--- src/rtl/score_pkg.sv ---
// Shared types and constants for the score text writer.
// Optional feature macro: SCORE_EXTRA_LIFE_EN (extra life at 1000 points).
package score_pkg;

   typedef enum logic [2:0] {
      IDLE,
      WR_D3,
      WR_D2,
      WR_D1,
      WR_D0,
      WR_LIV
   } state_t;

   localparam logic [7:0] SCORE_ADDR_BASE = 8'd7;
   localparam logic [7:0] LIVES_ADDR      = 8'd32;
   localparam logic [7:0] ASCII_ZERO      = 8'h30;

   localparam int PTS_PELLET = 10;
   localparam int PTS_POWER  = 50;
   localparam int PTS_GHOST  = 200;

   function automatic logic [7:0] digit_char(input logic [3:0] d);
      return ASCII_ZERO + {4'b0000, d};
   endfunction

endpackage

--- src/rtl/score_writer_bcd_digit_add.sv ---
// One decimal digit of the BCD score adder.
// Optional feature macro: SCORE_EXTRA_LIFE_EN (not used here).
module bcd_digit_add (
   input  logic [3:0] a,
   input  logic [3:0] b,
   input  logic       cin,
   output logic [3:0] sum,
   output logic       cout
);

   logic [4:0] raw;
   logic [4:0] adj;

   always_comb begin
      raw  = {1'b0, a} + {1'b0, b} + {4'b0000, cin};
      adj  = raw - 5'd10;
      cout = (raw > 5'd9);
      sum  = cout ? adj[3:0] : raw[3:0];
   end

endmodule

--- src/rtl/score_writer.sv ---
// BCD score/lives keeper that mirrors its values into the score text RAM.
// Optional feature macro: SCORE_EXTRA_LIFE_EN (one extra life at 1000 points).
module score_writer
   import score_pkg::*;
#(
   parameter int INIT_LIVES = 2
) (
   input  logic        clk,
   input  logic        reset,
   input  logic        pellet_eaten,
   input  logic        power_eaten,
   input  logic        ghost_eaten,
   input  logic        life_lost,
   output logic [7:0]  wr_data,
   output logic [7:0]  wr_addr,
   output logic        wr_en,
   output logic        busy,
   output logic [15:0] score_bcd,
   output logic [3:0]  lives,
   output logic        game_over
);

   state_t      state;
   state_t      state_nxt;
   logic        dirty;
   logic [15:0] snap_score;
   logic [3:0]  snap_lives;

   logic [15:0] add_bcd;
   logic [15:0] sum_bcd;
   logic [4:0]  carry;
   logic [15:0] score_nxt;
   logic [3:0]  lives_nxt;
   logic        lose;
   logic        bonus;
   logic        change;
   logic        take;

   // Per-cycle points expressed directly as BCD digits (max 260).
   always_comb begin
      add_bcd        = '0;
      add_bcd[7:4]   = (pellet_eaten ? 4'(PTS_PELLET / 10) : 4'd0)
                     + (power_eaten  ? 4'(PTS_POWER / 10)  : 4'd0);
      add_bcd[11:8]  = ghost_eaten ? 4'(PTS_GHOST / 100) : 4'd0;
   end

   assign carry[0] = 1'b0;

   for (genvar g = 0; g < 4; g++) begin : g_dig
      bcd_digit_add u_add (
         .a    (score_bcd[4*g +: 4]),
         .b    (add_bcd[4*g +: 4]),
         .cin  (carry[g]),
         .sum  (sum_bcd[4*g +: 4]),
         .cout (carry[g+1])
      );
   end

   assign score_nxt = carry[4] ? 16'h9999 : sum_bcd;
   assign lose      = life_lost && (lives != 4'd0);

`ifdef SCORE_EXTRA_LIFE_EN
   logic bonus_done;

   assign bonus = !bonus_done
               && (score_bcd[15:12] == 4'd0)
               && (score_nxt[15:12] != 4'd0);

   always_ff @(posedge clk) begin
      if (reset)
         bonus_done <= 1'b0;
      else if (bonus)
         bonus_done <= 1'b1;
   end
`else
   assign bonus = 1'b0;
`endif

   // A bonus and a lost life in one cycle cancel out.
   always_comb begin
      lives_nxt = lives;
      if (bonus && life_lost)
         lives_nxt = lives;
      else if (bonus && (lives < 4'd9))
         lives_nxt = lives + 4'd1;
      else if (lose)
         lives_nxt = lives - 4'd1;
   end

   assign change = (score_nxt != score_bcd)
                || (lives_nxt != lives)
                || bonus;
   assign take   = (state == IDLE) && dirty;

   always_ff @(posedge clk) begin
      if (reset) begin
         score_bcd  <= 16'h0000;
         lives      <= 4'(INIT_LIVES);
         dirty      <= 1'b1;
         snap_score <= 16'h0000;
         snap_lives <= 4'd0;
      end else begin
         score_bcd <= score_nxt;
         lives     <= lives_nxt;
         if (change)
            dirty <= 1'b1;
         else if (take)
            dirty <= 1'b0;
         if (take) begin
            snap_score <= score_bcd;
            snap_lives <= lives;
         end
      end
   end

   always_ff @(posedge clk) begin
      if (reset)
         state <= IDLE;
      else
         state <= state_nxt;
   end

   always_comb begin
      state_nxt = state;
      wr_en     = 1'b0;
      wr_addr   = 8'd0;
      wr_data   = 8'd0;
      busy      = 1'b0;
      unique case (state)
         IDLE: begin
            if (dirty)
               state_nxt = WR_D3;
         end
         WR_D3: begin
            wr_en     = 1'b1;
            busy      = 1'b1;
            wr_addr   = SCORE_ADDR_BASE;
            wr_data   = digit_char(snap_score[15:12]);
            state_nxt = WR_D2;
         end
         WR_D2: begin
            wr_en     = 1'b1;
            busy      = 1'b1;
            wr_addr   = SCORE_ADDR_BASE + 8'd1;
            wr_data   = digit_char(snap_score[11:8]);
            state_nxt = WR_D1;
         end
         WR_D1: begin
            wr_en     = 1'b1;
            busy      = 1'b1;
            wr_addr   = SCORE_ADDR_BASE + 8'd2;
            wr_data   = digit_char(snap_score[7:4]);
            state_nxt = WR_D0;
         end
         WR_D0: begin
            wr_en     = 1'b1;
            busy      = 1'b1;
            wr_addr   = SCORE_ADDR_BASE + 8'd3;
            wr_data   = digit_char(snap_score[3:0]);
            state_nxt = WR_LIV;
         end
         WR_LIV: begin
            wr_en     = 1'b1;
            busy      = 1'b1;
            wr_addr   = LIVES_ADDR;
            wr_data   = digit_char(snap_lives);
            state_nxt = IDLE;
         end
         default: state_nxt = IDLE;
      endcase
   end

   assign game_over = (lives == 4'd0);

endmodule

--- config.mk ---
export PLATFORM = sky130hd
export DESIGN_NAME = score_writer
export DESIGN_NICKNAME = d
export VERILOG_FILES = /design/src/rtl/score_pkg.sv /design/src/rtl/score_writer_bcd_digit_add.sv /design/src/rtl/score_writer.sv
export SDC_FILE = /design/constraint.sdc
export NUM_CORES = 1
export LEC_CHECK = 0
export BUFFER_PORTS_ARGS = -buffer_cell sky130_fd_sc_hd__buf_2
export CORE_MARGIN = 2
export CORE_UTILIZATION = 51
export CTS_CLUSTER_SIZE = 25
export DETAILED_ROUTE_END_ITERATION = 12
export HOLD_SLACK_MARGIN = 0.03
export PLACE_DENSITY = 0.76
export SLEW_MARGIN = 0
export SYNTH_ARGS = -nofsm -noshare
export SYNTH_HDL_FRONTEND = slang
export SYNTH_SLANG_ARGS = --single-unit
--- constraint.sdc ---
create_clock -name clk -period 5.8 [get_ports clk]
set_input_delay 0.29 -clock clk [delete_from_list [all_inputs] [get_ports clk]]
set_output_delay 0.29 -clock clk [all_outputs]
set_load 0.005 [all_outputs]
==> results.tsv <==
metric	value	unit
clkTransAtPathRegs	0.08	ns
yosysTopAreaCellShare	32.1	%
num_vias	2577	
clock_skew	0.00260	ns
port_buffers	39	
yosysTopAreaCell	dfxtp_1	
initial_utilization	53.4	%
worstMarginPinSlew	0.695	ns
synthAdderAreaFrac	7.66	%
post-route-period-util	95.9	%
htreeDepth	2	
gp_congestion	0.851	
synth_compound_area_share	21.2	%
synthSimpleGateAreaFrac	24.9	%
ios	45	
setup_viol	0	
synth.distinct_cells	55	
synth_ff_type	dfxtp_1	
grt_max_degree	39	
synth_warnings	0	
grt-ovfl-total	0	
rows	26	
fin_ws	0.239	ns
grt_pass1_vias	2282	
synth-edff-count	0	
crit_fanout	7	
die_w	77.3	µm
dp_hpwl	4710	µm
cts_tree	done	
regToRegStartpoint	score_bcd[2]	
synth.avg_cell_area	7.68	µm²
power_density	326	nW/µm²
yosysSeqAreaShare	32.1	%
fin_nets	407	
crit_arrival	5.75	ns
cts_buffer_depth	2	
drtAntennaViolNets	0	
synth.area.mux_share	2.19	%
slew_viol_final	0	
syn_to_final_growth	11.6	%
cts_root_buf	clkbuf_8	
place_ws	0.0580	ns
synth_area_leaders	dfxtp_1 32%, a21oi_1 7.7%, nand2_1 7.4%, ha_1 5.5%, nor2_1 5.3%	
hold_slack	0.343	ns
finalPower	999	µW
synth-xor-area-share	3.83	%
hp-start	life_lost	
worstSkewPairLatency	0.30	ns
finalWirelength	6630	µm
drive_gt1_share	19.2	%
utilization	59.5	%
p_leak	1.24	nW
routedWlPerCell	14.5	µm
grt_usage	22.2	%
viasPerCell	5.65	
rrSetupSlack	0.24	ns
hold_violations	0	
holdBufCountCts	0	
fmax	180	MHz
vdd_drop_max	0.000190	V
fin_cells	456	
dp.cells	448	
numCtsBuffers	5	
fp.dieH	77.3	µm
min_path_type	in2reg	
r2r-end	dirty	
synth-seq-cells	44	
first_iter_violations	193	
rr_worst_depth	23	
crit_required	5.99	ns
netlist_area	2740	µm²
antenna_found_initial	0	
synth_top_family_by_area	simple AND/OR/NAND/NOR gates	
synth-async-reset-ratio	0	%
outcome	complete, no violations	
min_period	5.56	ns
whs_path_depth	4	
die-area	5980	µm²
slew_headroom	53.6	%
diodes	0	
drtPass1Iterations	5	
n_fill_cell	504	
drcViolationCount	0	
start_kind	flop	
syn_inst	357	
core_area	5140	µm²
crit_type	reg2reg	
drv_cap	0	
grt_first_pass_wirelength	10800	µm
hold_end	lives[2]	
clock_sinks	44	
end_kind	flop	
worst max path at each step:
stage / from / endpoint
finish: score_bcd[2] / dirty
global route: score_bcd[1] / dirty
CTS: score_bcd[2] / dirty
detailed placement: score_bcd[2] / dirty
global placement: score_bcd[1] / dirty
floorplan: score_bcd[1] / dirty
synthesized netlist by cell type, types with 2 or more instances:
cell	instances
ha_1	12
inv_1	14
a221oi_1	4
fa_1	3
nor3b_1	3
nand3_1	12
nand2b_1	8
clkbuf_1	14
nor3_1	9
o211ai_1	2
nand2_1	54
nand4_1	6
o21ai_0	6
buf_4	9
nor2_1	39
mux2i_1	6
dfxtp_1	44
xor2_1	2
a2111oi_0	2
nor2b_1	4
a31oi_1	5
a311oi_1	2
a21o_1	4
xnor2_1	10
a211oi_1	2
a2111o_1	2
and2_1	2
buf_2	7
or3_1	2
a21oi_1	42
and3_1	2
placed cells by master (no fill, tap or decap), types with 5 or more instances in the layout:
master     n
nand3_1   12
xnor2_1   10
a31oi_1    5
clkbuf_8   5
ha_1      10
nor2_1    38
a21oi_1   42
nand4_1    6
buf_4     10
buf_2     39
dfxtp_1   44
nand2b_1   8
o21ai_0    6
nor3_1     9
conb_1     5
nand2_1   54
mux2i_1    6
inv_1     14
metal layers:
| metal | up-vias | part of all wire (%) | global-route usage, % |
|---|---|---|---|
| met1 | 1198 | 47 | 30.9 |
| li1 | 1287 | - | - |
| met2 | 81 | 46 | 34.7 |
| met3 | 11 | 5.3 | 3.95 |
| met5 | - | 0 | 0 |
| met4 | 0 | 1.5 | 7.50 |
layout make-up:
| class | count | area [µm²] | share of cell area, % |
|---|---|---|---|
| timing repair buffer | 49 | 270 | 8.83 |
| tap | 70 | 87.6 | 2.86 |
| clock buffer | 5 | 68.8 | 2.25 |
| multi-input combinational | 272 | 1690 | 55.2 |
| clock inverter | 2 | 12.5 | 0.409 |
| sequential | 44 | 881 | 28.8 |
| inverter | 14 | 52.6 | 1.72 |
report_power, final:
group	leakage (nW)	total, mW	switching [mW]	internal [mW]
logic	0.841	0.424	0.241	0.183
registers	0.358	0.383	0.0515	0.331
clock network	0.0400	0.191	0.110	0.0817
total	1.24	0.999	0.402	0.596
kinds of logic (layout without fill, tap and decap cells):
logic type / Yosys count / in the layout
simple gates: 147 / 147
mux: 6 / 6
fa+ha+maj: 15 / 15
buf+inv: 45 / 70
xor+xnor: 12 / 12
flops: 44 / 44
other cells: 1 / 5
compound gates: 87 / 87
through the flow:
| step | instance area (µm²) | setup TNS (ns) |
|---|---|---|
| 4_1_cts | 3020 | 0 |
| 3_5_place_dp | 2940 | 0 |
| 3_3_place_gp | 2940 | 0 |
| 5_1_grt | 3060 | -0.0158 |
| 2_1_floorplan | 2760 | 0 |
| 6_report | 3060 | 0 |
flip-flops by register name, summed over array words and instances, names as in the netlist:
signal,count
state,3
dirty,1
lives,4
snap_score,16
score_bcd,16
snap_lives,4
critical path: stages (launching register included):
cell and delay (ns):
dfxtp_1 0.36, nor2_2 0.06, nor2b_2 0.16, fa_1 0.44
ha_1 0.22, fa_1 0.54, nor2_1 0.05, a31oi_1 0.15
nor2_1 0.07, o21bai_2 0.16, ha_2 0.23, inv_1 0.06
fa_2 0.47, a21oi_1 0.22, nor2_1 0.08, a311oi_2 0.32
ha_2 0.27, ha_1 0.24, inv_1 0.08, a21oi_1 0.10
o221a_2 0.33, or4_4 0.48, a211oi_2 0.23, nand4_1 0.10
what timing repair did:
item | 4_1_cts | 5_1_grt
endpoints found under the setup margin | 0 | 9
buffers inserted | 0 | 1
resized for setup | 0 | 8
Power figures use the tool's default switching activity.
